==> config.mk <==
export PLATFORM = sky130hd
export DESIGN_NAME = bell_decoder
export DESIGN_NICKNAME = d
export VERILOG_FILES = /design/src/rtl/bell_pkg.sv /design/src/rtl/bell_sync.sv /design/src/rtl/bell_decoder.sv
export SDC_FILE = /design/constraint.sdc
export NUM_CORES = 1
export LEC_CHECK = 0
export ABC_CLOCK_PERIOD_IN_PS = 3730
export BUFFER_PORTS_ARGS = -buffer_cell sky130_fd_sc_hd__buf_2
export CAP_MARGIN = 15
export CORE_MARGIN = 8
export CORE_UTILIZATION = 55
export DETAILED_ROUTE_END_ITERATION = 6
export PLACE_DENSITY = 0.8
export SLEW_MARGIN = 5
export SYNTH_ARGS = -nofsm -noshare
export SYNTH_HDL_FRONTEND = slang
export SYNTH_SLANG_ARGS = --single-unit
==> constraint.sdc <==
create_clock -name clk -period 3.73 [get_ports clk]
set_input_delay 0.5595 -clock clk [delete_from_list [all_inputs] [get_ports clk]]
set_output_delay 0.5595 -clock clk [all_outputs]
set_load 0.01 [all_outputs]
==> src/rtl/bell_pkg.sv <==
// Shared definitions for the bell pulse-train decoder.
// Contents: decoder state enum and the default timing/range constants
// used as parameter defaults by bell_decoder.
package bell_pkg;

  typedef enum logic [2:0] {
    IDLE,
    HIGH,
    HIGH_Q,
    LOW,
    DONE,
    WAIT_LOW
  } bell_state_e;

  localparam int unsigned BELL_GAP_CYCLES = 20_000_000;
  localparam int unsigned BELL_MIN_HIGH   = 1000;
  localparam int unsigned BELL_MAX_COUNT  = 9;
  localparam int unsigned BELL_MIN_PER    = 500_000;
  localparam int unsigned BELL_MAX_PER    = 10_000_000;

endpackage

==> src/rtl/bell_sync.sv <==
// Two-flop synchronizer for the asynchronous bell line.
// Ports:
//   clk     - clock
//   rst     - synchronous active-high reset, clears both flops to 0
//   async_i - asynchronous input
//   sync_o  - synchronized output (2-cycle latency)
module bell_sync (
  input  logic clk,
  input  logic rst,
  input  logic async_i,
  output logic sync_o
);

  logic meta_q;
  logic sync_q;

  always_ff @(posedge clk) begin
    if (rst) begin
      meta_q <= 1'b0;
      sync_q <= 1'b0;
    end else begin
      meta_q <= async_i;
      sync_q <= meta_q;
    end
  end

  assign sync_o = sync_q;

endmodule

==> src/rtl/bell_decoder.sv <==
// Bell pulse-train decoder: qualifies pulses on an asynchronous bell line,
// counts the qualified pulses of one burst, measures the spacing of the last
// two pulses and reports both with a one-cycle valid strobe once the line
// has been silent for GAP_CYCLES cycles.
// Ports:
//   clk     - clock
//   rst     - synchronous active-high reset (discards any burst in progress)
//   bell_in - asynchronous bell line
//   valid   - one-cycle strobe, burst result ready
//   count   - qualified pulses in the burst (saturates at 15)
//   period  - cycles between the last two qualified pulses, 0 if count==1
//   busy    - high while a burst is in progress
//   err     - range violation, meaningful with valid
// Optional feature: define BELL_DEC_RANGE_CHECK_EN to build the range
// checker driving err; otherwise err is tied low.
module bell_decoder
  import bell_pkg::*;
#(
  parameter int unsigned PER_W      = 32,
  parameter int unsigned GAP_CYCLES = BELL_GAP_CYCLES,
  parameter int unsigned MIN_HIGH   = BELL_MIN_HIGH,
  parameter int unsigned MAX_COUNT  = BELL_MAX_COUNT,
  parameter int unsigned MIN_PER    = BELL_MIN_PER,
  parameter int unsigned MAX_PER    = BELL_MAX_PER
) (
  input  logic             clk,
  input  logic             rst,
  input  logic             bell_in,
  output logic             valid,
  output logic [3:0]       count,
  output logic [PER_W-1:0] period,
  output logic             busy,
  output logic             err
);

  localparam logic [PER_W-1:0] GAP_M1     = PER_W'(GAP_CYCLES - 1);
  localparam logic [PER_W-1:0] MIN_HIGH_L = PER_W'(MIN_HIGH);
  localparam logic [PER_W-1:0] ONE        = PER_W'(1);

  logic s;

  bell_sync u_sync (
    .clk     (clk),
    .rst     (rst),
    .async_i (bell_in),
    .sync_o  (s)
  );

  bell_state_e      state_q, state_d;
  logic [PER_W-1:0] hi_cnt_q, hi_cnt_d;
  logic [PER_W-1:0] since_q, since_d;
  logic [PER_W-1:0] last_per_q, last_per_d;
  logic [3:0]       pulses_q, pulses_d;
  logic [3:0]       count_q;
  logic [PER_W-1:0] period_q;
  logic             err_q, err_d;
  logic             gap_hit;
  logic             qualify;

  assign gap_hit = (since_q >= GAP_M1);

  always_comb begin
    state_d    = state_q;
    hi_cnt_d   = hi_cnt_q;
    since_d    = since_q;
    pulses_d   = pulses_q;
    last_per_d = last_per_q;
    qualify    = 1'b0;

    if ((state_q == HIGH || state_q == HIGH_Q || state_q == LOW) &&
        pulses_q != 4'd0 && since_q != '1) begin
      since_d = since_q + ONE;
    end

    case (state_q)
      IDLE: begin
        if (s) begin
          state_d  = HIGH;
          hi_cnt_d = ONE;
        end
      end
      HIGH: begin
        // Gap expiry takes priority over a rising edge that has not yet
        // qualified.
        if (pulses_q != 4'd0 && gap_hit) begin
          state_d = DONE;
        end else if (s) begin
          if (hi_cnt_q + ONE >= MIN_HIGH_L) begin
            qualify = 1'b1;
            state_d = HIGH_Q;
          end else begin
            hi_cnt_d = hi_cnt_q + ONE;
          end
        end else begin
          state_d = (pulses_q == 4'd0) ? IDLE : LOW;
        end
      end
      HIGH_Q: begin
        if (gap_hit)  state_d = DONE;
        else if (!s)  state_d = LOW;
      end
      LOW: begin
        if (gap_hit) begin
          state_d = DONE;
        end else if (s) begin
          state_d  = HIGH;
          hi_cnt_d = ONE;
        end
      end
      DONE: begin
        pulses_d   = 4'd0;
        last_per_d = '0;
        since_d    = '0;
        state_d    = s ? WAIT_LOW : IDLE;
      end
      WAIT_LOW: begin
        if (!s) state_d = IDLE;
      end
      default: state_d = IDLE;
    endcase

    // since_q+1 is the distance between consecutive qualifications, which
    // equals the rising-edge distance since each qualification lags its
    // rise by the same MIN_HIGH cycles.
    if (qualify) begin
      pulses_d = (pulses_q == 4'hF) ? pulses_q : pulses_q + 4'd1;
      if (pulses_q != 4'd0) begin
        last_per_d = (since_q == '1) ? since_q : since_q + ONE;
      end
      since_d = '0;
    end
  end

`ifdef BELL_DEC_RANGE_CHECK_EN
  localparam logic [PER_W-1:0] MIN_PER_L = PER_W'(MIN_PER);
  localparam logic [PER_W-1:0] MAX_PER_L = PER_W'(MAX_PER);

  always_comb begin
    err_d = (32'(pulses_q) > MAX_COUNT) ||
            ((pulses_q >= 4'd2) &&
             ((last_per_q < MIN_PER_L) || (last_per_q > MAX_PER_L)));
  end
`else
  always_comb begin
    err_d = 1'b0;
  end
`endif

  always_ff @(posedge clk) begin
    if (rst) begin
      state_q    <= IDLE;
      hi_cnt_q   <= '0;
      since_q    <= '0;
      last_per_q <= '0;
      pulses_q   <= 4'd0;
      count_q    <= 4'd0;
      period_q   <= '0;
      err_q      <= 1'b0;
    end else begin
      state_q    <= state_d;
      hi_cnt_q   <= hi_cnt_d;
      since_q    <= since_d;
      last_per_q <= last_per_d;
      pulses_q   <= pulses_d;
      // Results are latched on entry to DONE so they are already stable
      // during the valid cycle; pulses/last_per cannot change on that edge.
      if (state_d == DONE) begin
        count_q  <= pulses_q;
        period_q <= (pulses_q == 4'd1) ? '0 : last_per_q;
        err_q    <= err_d;
      end
    end
  end

  assign valid  = (state_q == DONE);
  assign busy   = (state_q != IDLE);
  assign count  = count_q;
  assign period = period_q;
  assign err    = err_q;

endmodule

Word-level counts from Yosys, hierarchy flattened
Index checks and enable logic that the tools add are counted.

storage, ports and cells
  register bits = 141
  logic and storage cells = 72
  bits of input ports = 3
  output and inout port bits = 39

operators by class
  reduce and logical (&&, ||, !) cells = 14
  $lt $le $gt $ge = 2
  muxes and demuxes = 29
  add/subtract/negate cells = 3
  eq/ne operators = 15

operators with widths
  operator                 count
  $mux W32                 10
  $pmux W32 S3             1
  $add A32 B1 Y32 const B  2
  $eq A32 B32 Y1 const B   1
  $ge A32 B10 Y1 const B   1
  $ge A32 B25 Y1 const B   1
  $ne A32 B32 Y1 const B   1
  $mux W3                  9
  $pmux W3 S6              1
  $mux W4                  3
  $eq A3 B3 Y1 const B     3
  $ne A2 B2 Y1 const B     4
  $eq A3 B2 Y1 const B     2
  $reduce_bool A3 Y1       2
  $reduce_and A5 Y1        1
  $add A4 B1 Y4 const B    1
  $eq A4 B1 Y1 const B     1
  $eq A4 B4 Y1 const B     1
  $logic_not A4 Y1         1
  $mux W1                  4
  $reduce_bool A4 Y1       1
  $eq A3 B1 Y1 const B     1
  $logic_and A1 B1 Y1      3
  $logic_not A3 Y1         1
  6 further kinds          7

Logic depth before layout (Yosys ltp)
  depth after elaboration = 8
  mapped depth = 13
  depth with buffers taken out = 9

Hierarchy
A second synthesis with hierarchy kept.

unflattened totals
  cell total of the unflattened synthesis = 806
  area total of the unflattened synthesis = 6,736.5 sq um

modules (own cells, without submodules)
  module        cells an instance  area each (sq um)  sequential area each (sq um)  instances
  bell_decoder  802                6,683.9            2,782.7                       1
  bell_sync     4                  52.6               40.0                          1

Least setup slack after synthesis
Ideal clock, no wire load.

  kind = register -> register
  from = reg hi_cnt_q[8]
  to = reg hi_cnt_q[2]
  arrival time = 2.747 ns
  path buffers = 5
  slack = 0.895 ns
  period minus slack after synthesis = 2.835 ns
  cell stages (with the launch flop) = 14
  required time = 3.642 ns
  library setup time = 0.088 ns
  path through = dfxtp_1 > buf_2 > nand4_1 > or3_1 > buf_2 > nor3_1 > xor2_1 > or4_1 > buf_4 > nor3_4 > buf_6 > buf_8 > a21oi_2 > a311oi_2

on the way
  cells in the longest elaborated chain, start to end = 4

ends and longest elaborated chain
  item                                line                 source
  from (decl)                         bell_decoder.sv:50   logic [PER_W-1:0] hi_cnt_q, hi_cnt_d;
  from (signal assigned)              bell_decoder.sv:161  hi_cnt_q <= hi_cnt_d;
  $add A32 B1 Y32                     bell_decoder.sv:88   if (hi_cnt_q + ONE >= MIN_HIGH_L) begin
  $ge A32 B10 Y1                      bell_decoder.sv:88
  $ne A2 B2 Y1 (no source line)       n/a
  $reduce_and A5 Y1 (no source line)  n/a

Every way passes these cells.
A chain may end at the register's enable or synchronous reset.

Final worst setup path
  from = reg hi_cnt_q[0]
  to = reg pulses_q[3]

on the way
  cells in the longest elaborated chain, start to end = 8
  elaborated cells between the ends (all ways) = 10
  those cells by class = add/sub (1); order compare (1); eq/ne (1); mux (5); reduce/logical (2)

ends and longest elaborated chain
  item                                                                        line                 source
  $add A32 B1 Y32 (*)                                                         bell_decoder.sv:88
  $ge A32 B10 Y1 (*)                                                          bell_decoder.sv:88
  $mux W1 (*)                                                                 bell_decoder.sv:88
  $mux W1 (*)                                                                 bell_decoder.sv:87   end else if (s) begin
  $mux W1 (*)                                                                 bell_decoder.sv:85   if (pulses_q != 4'd0 && gap_hit) begin
  $mux W1 (*)                                                                 bell_decoder.sv:75   case (state_q)
  $ne A2 B2 Y1 (no source line) / $reduce_bool A2 Y1 (equally long branches)  n/a
  $reduce_and A2 Y1 (no source line)                                          n/a
  to (signal assigned)                                                        bell_decoder.sv:164  pulses_q <= pulses_d;
  to (decl)                                                                   bell_decoder.sv:53   logic [3:0] pulses_q, pulses_d;

Mark *: on every way between the ends. The rest lies on a longest branch, timed or not.

==> summary by stage <==
Outcome
The flow ran to the end, and the final reports show no timing, DRC or antenna violations.

Yosys
The dominant synthesized flop cell is dfxtp_1. In this run the cell area of the synthesized design comes to 6773 um2. After synthesis, the cell types taking the most area are dfxtp_1 42%, xnor2_1 6.5%, nor2_1 4.9%, nand2_1 4.8%, nand3_1 4.8%. The number of nets produced by synthesis is between 800 and 900. The Yosys step of the flow raised 0 warnings. A synthesized cell averages 8.341 um2. The synthesized design contains 0 enable-type register cells. Counting flops and latches in the post-synthesis netlist gives approximately 140.

The netlist uses 66 different library cells. The leading area contributor after synthesis is dfxtp_1. Counting flops with an async set or reset pin after synthesis yields a share of 0%. After synthesis, the largest area contributor takes up 41.68% of total cell area. Of the synthesized area, sequential elements account for 41.68%. After technology mapping, the gate count stands at around 810.

Detailed routing
In the routed design, unresolved DRC markers number 0. The routed layout has 5,869 vias. The mean routed wirelength per cell is ~16 um. The total iterations of the first detailed-routing run is 5. Using the TritonRoute via totals, the vias-per-cell ratio works out to 5.946.

The number of violations reported at the end of detailed-routing iteration 0 is between 500 and 600. For this block, the routed nets add up to around 15 mm of wire. The remaining antenna violation count after routing is 0.

Global route
The number of antenna violations at the first check in global routing is 0. The met3 capacity usage during global routing is 5.241%. The first-pass GRT wire length is 26.35 mm. Entering global routing, the biggest net connects 70 pins. The total routing resource utilization after global routing is 19.77%. Global routing finished with a remaining overflow of 0. The routing usage on met1 is 24.53%. For this run, global-route usage on met2 was measured as 31.88%. The number of global-route vias before repair is 5,574. The global routing stage identified its most utilized layer as met2.

Run
The tool flagged a number of max-cap violations equal to 0.

Setup path
Measured in cells, the most critical reg-to-reg path has a length of 10. The cell with the largest stage delay on the worst path is nor4_1. The element type at the critical path end is a register. Along the worst path, the maximum fanout reaches 8.

The worst setup path is of the reg -> reg kind. Counting both buffers and inverters, the worst setup path holds a total of 1. The kind of cell with the highest combined delay along the critical path is simple AND/OR/NAND/NOR gates. STA puts the critical path data required time at 4050 ps.

Traced cell by cell, the critical path runs through ha_1 > and3_1 > nand2_1 > nor4_1 > nor3_1 > nor3_4 > nor3_4 > buf_4 > or4_1 > o211a_1. The most numerous cell on the critical path is nor3_4. The number of gates on the worst path with buffers counted is 10.

The largest single stage delay on the critical path is approximately 600 ps. The data arrival at the endpoint of the critical path is 3800 ps. The category of the worst setup path launch point is a register.

Timing
Across the routed clock network, the largest skew measured is 9.346 ps. Setup repair after global routing left no endpoint under its margin. Measured against its own limit, the worst slew margin works out to 34.04%. The post-layout minimum cycle time is 3477 ps.

Of the available clock period, the critical path in the final layout requires 93.22%. The final total negative setup slack is 0 ps. The final-report setup violation count is 0.

The maximum operating frequency is 287.6 MHz. The number of pins exceeding their max-slew limit in the final report is 0. At the pin with the least slew margin, the transition time is 989.4 ps. The number of hold-slack violations in the final timing report was 0.

Layout
The final layout contains 837 nets. The number of antenna repair diodes is 0. The total of fill cells in the finished design is 1,005. The final design area excluding fillers is 7645 um2.

The final standard cell utilization of the core is between 60 and 70%. The post-route netlist has between 10% and 20% of its cells at a drive strength greater than 1. The signed area change from the synthesized netlist to the final layout is 12.88%.

Clocking
Clock-pin slew was measured on the worst setup and hold paths at roughly 60 ps. The count of cells resized by post-cts repair is 0. The number of H-tree levels is 4. No sink is reached through more buffers than the 2 on the longest clock path. The number of CTS-inserted buffers is 17.

TritonCTS built the clock tree. The root buffer cell chosen for the clock tree is clkbuf_16. For this design, the sink count on the clock tree is approximately 140. The source-to-sink clock delay at the later pin of the worst-skew pair is about 430 ps.

Floorplanning
The starting utilization of the core area is 56.39%. The floorplan step defined a core boundary enclosing approximately 12,000 um2. The number of I/O pins is 42. The die span in x is 127.0 um. In this run the vertical extent of the chip is ~130 um. The number of standard-cell rows in the floorplan is 40.

The floorplan step defined a die boundary enclosing 16,120 um2.

Power and ir drop
The power density over the cells is 425.3 nW/um2. The leakage component of the power is 2.766 nW. The worst-case vdd ir drop is ~0.00039 V.

Min path
The min-delay analysis places its worst path in the category in -> reg. The number of stages on the worst hold path is 2.

Placement
In this run the cell area measured after placement is between 7000 and 8000 um2. The weighted congestion at the end of routability-driven global placement is 0.8575. The wire-length estimate of the detail-placed layout is 10.22 mm. The count of buffers added on input and output ports is 40.
==> worst register-to-register path, stage by stage (launching register included) <==
cell	delay, ps
dfxtp_1	410
ha_1	330
and3_1	280
nand2_1	170
nor4_1	590
nor3_1	160
nor3_4	440
nor3_4	140
buf_4	190
or4_1	530
o211a_1	140
==> final timing paths <==
kind                       startpoint                       end  slack (ps)
min reg2reg   period[27]$_SDFFE_PP0N_   period[27]$_SDFFE_PP0N_         450
min                           bell_in  u_sync.meta_q$_SDFF_PP0_         390
max          hi_cnt_q[0]$_SDFFE_PP0P_  pulses_q[3]$_SDFFE_PP0P_         250
max reg2reg  hi_cnt_q[0]$_SDFFE_PP0P_  pulses_q[3]$_SDFFE_PP0P_         250
==> cell families (layout without fill, tap and decap cells) <==
group / Yosys count / in the layout / synth area share, %
and+or+nand+nor: 379 / 379 / 28.56
adders and majority gates: 5 / 5 / 0.9237
other: 1 / 1 / 0.05537
buffers and inverters: 73 / 101 / 4.932
xor gates and xnor gates: 66 / 66 / 8.535
AOI/OAI and AO/OA: 140 / 140 / 14.26
muxes: 7 / 7 / 1.053
DFF: 141 / 141 / 41.68
==> final cells by class <==
class,instances,area (um2),area share [%]
clock buffer,19,452.9,5.925
clock inverter,11,133.9,1.751
inverter,12,45.04,0.5892
multi-input combinational,598,3631,47.50
sequential,141,2823,36.92
tap,147,183.9,2.406
timing repair buffer,59,375.4,4.910
==> per-layer routing <==
layer	routed length [um]	share of wire [%]
met1	7134	46
met2	7443	48
met3	591	3.8
met4	283	1.8
met5	0	0
==> through the flow <==
stage          total power [mW]  worst slack [ps]  instances  hold WS, ps
2_1_floorplan             1.585             894.9        812        413.8
3_3_place_gp              1.597             347.2        953        436.3
3_5_place_dp              1.599             221.3        953        446.9
4_1_cts                   3.274             174.2        983        378.5
5_1_grt                   3.356             57.51        987        381.1
6_report                  3.251             252.7        987        392.8
==> power breakdown <==
part / leakage, nW / internal (mW) / switching [mW]
Combinational: 1.34 / 0.0125 / 0.0458
Sequential: 1.14 / 1.51 / 0.00269
Clock: 0.287 / 1.02 / 0.661
==> synthesized netlist by cell type (6+ instances only) <==
master    number
o31ai_1        9
and4_1        11
nor2_1        89
nor4_1         6
nand3_1       65
a211oi_1      17
nor2b_1        7
clkbuf_1      39
nand4_1       16
o21ai_0       41
nand2_1       87
and3_1        19
nor3_1        23
a31o_2        12
inv_1         11
buf_2         11
a21oi_1       15
dfxtp_1      141
or4_1          6
nor3b_1       23
mux2i_1        6
xnor2_1       50
xor2_1        16
a21o_1        11
==> what timing repair did <==
item,in CTS,in global routing
hold buffers,0,0
setup endpoints to repair,0,17
buffers inserted,0,3
==> cell usage in the layout, fill, tap and decap left out, drive strengths merged, types with 3 or more instances in the layout <==
| master | instances |
|---|---|
| xor2 | 16 |
| nor2 | 89 |
| a31oi | 4 |
| a21o | 11 |
| nand4 | 16 |
| o21ai | 43 |
| nand3 | 65 |
| nand2 | 87 |
| o31ai | 10 |
| clkbuf | 19 |
| or3 | 5 |
| a21oi | 16 |
| a32oi | 4 |
| nand2b | 4 |
| and3 | 19 |
| ha | 5 |
| nor3b | 23 |
| and2 | 3 |
| dfxtp | 141 |
| or2 | 5 |
| nor4 | 7 |
| and4 | 11 |
| xnor2 | 50 |
| buf | 59 |
| mux2i | 6 |
| clkinv | 5 |
| or4 | 6 |
| nor3 | 27 |
| o22ai | 3 |
| nor2b | 7 |
| inv | 15 |
| a31o | 12 |
| a211oi | 17 |
==> state kept, by name (all words and copies together) (netlist names) <==
name / flops
hi_cnt_q: 32
last_per_q: 32
period: 32
since_q: 32
count: 4
u_sync.sync_o: 1
u_sync.meta_q: 1
state_q: 3
pulses_q: 4
Note: power is estimated with default switching activity, not from simulation.
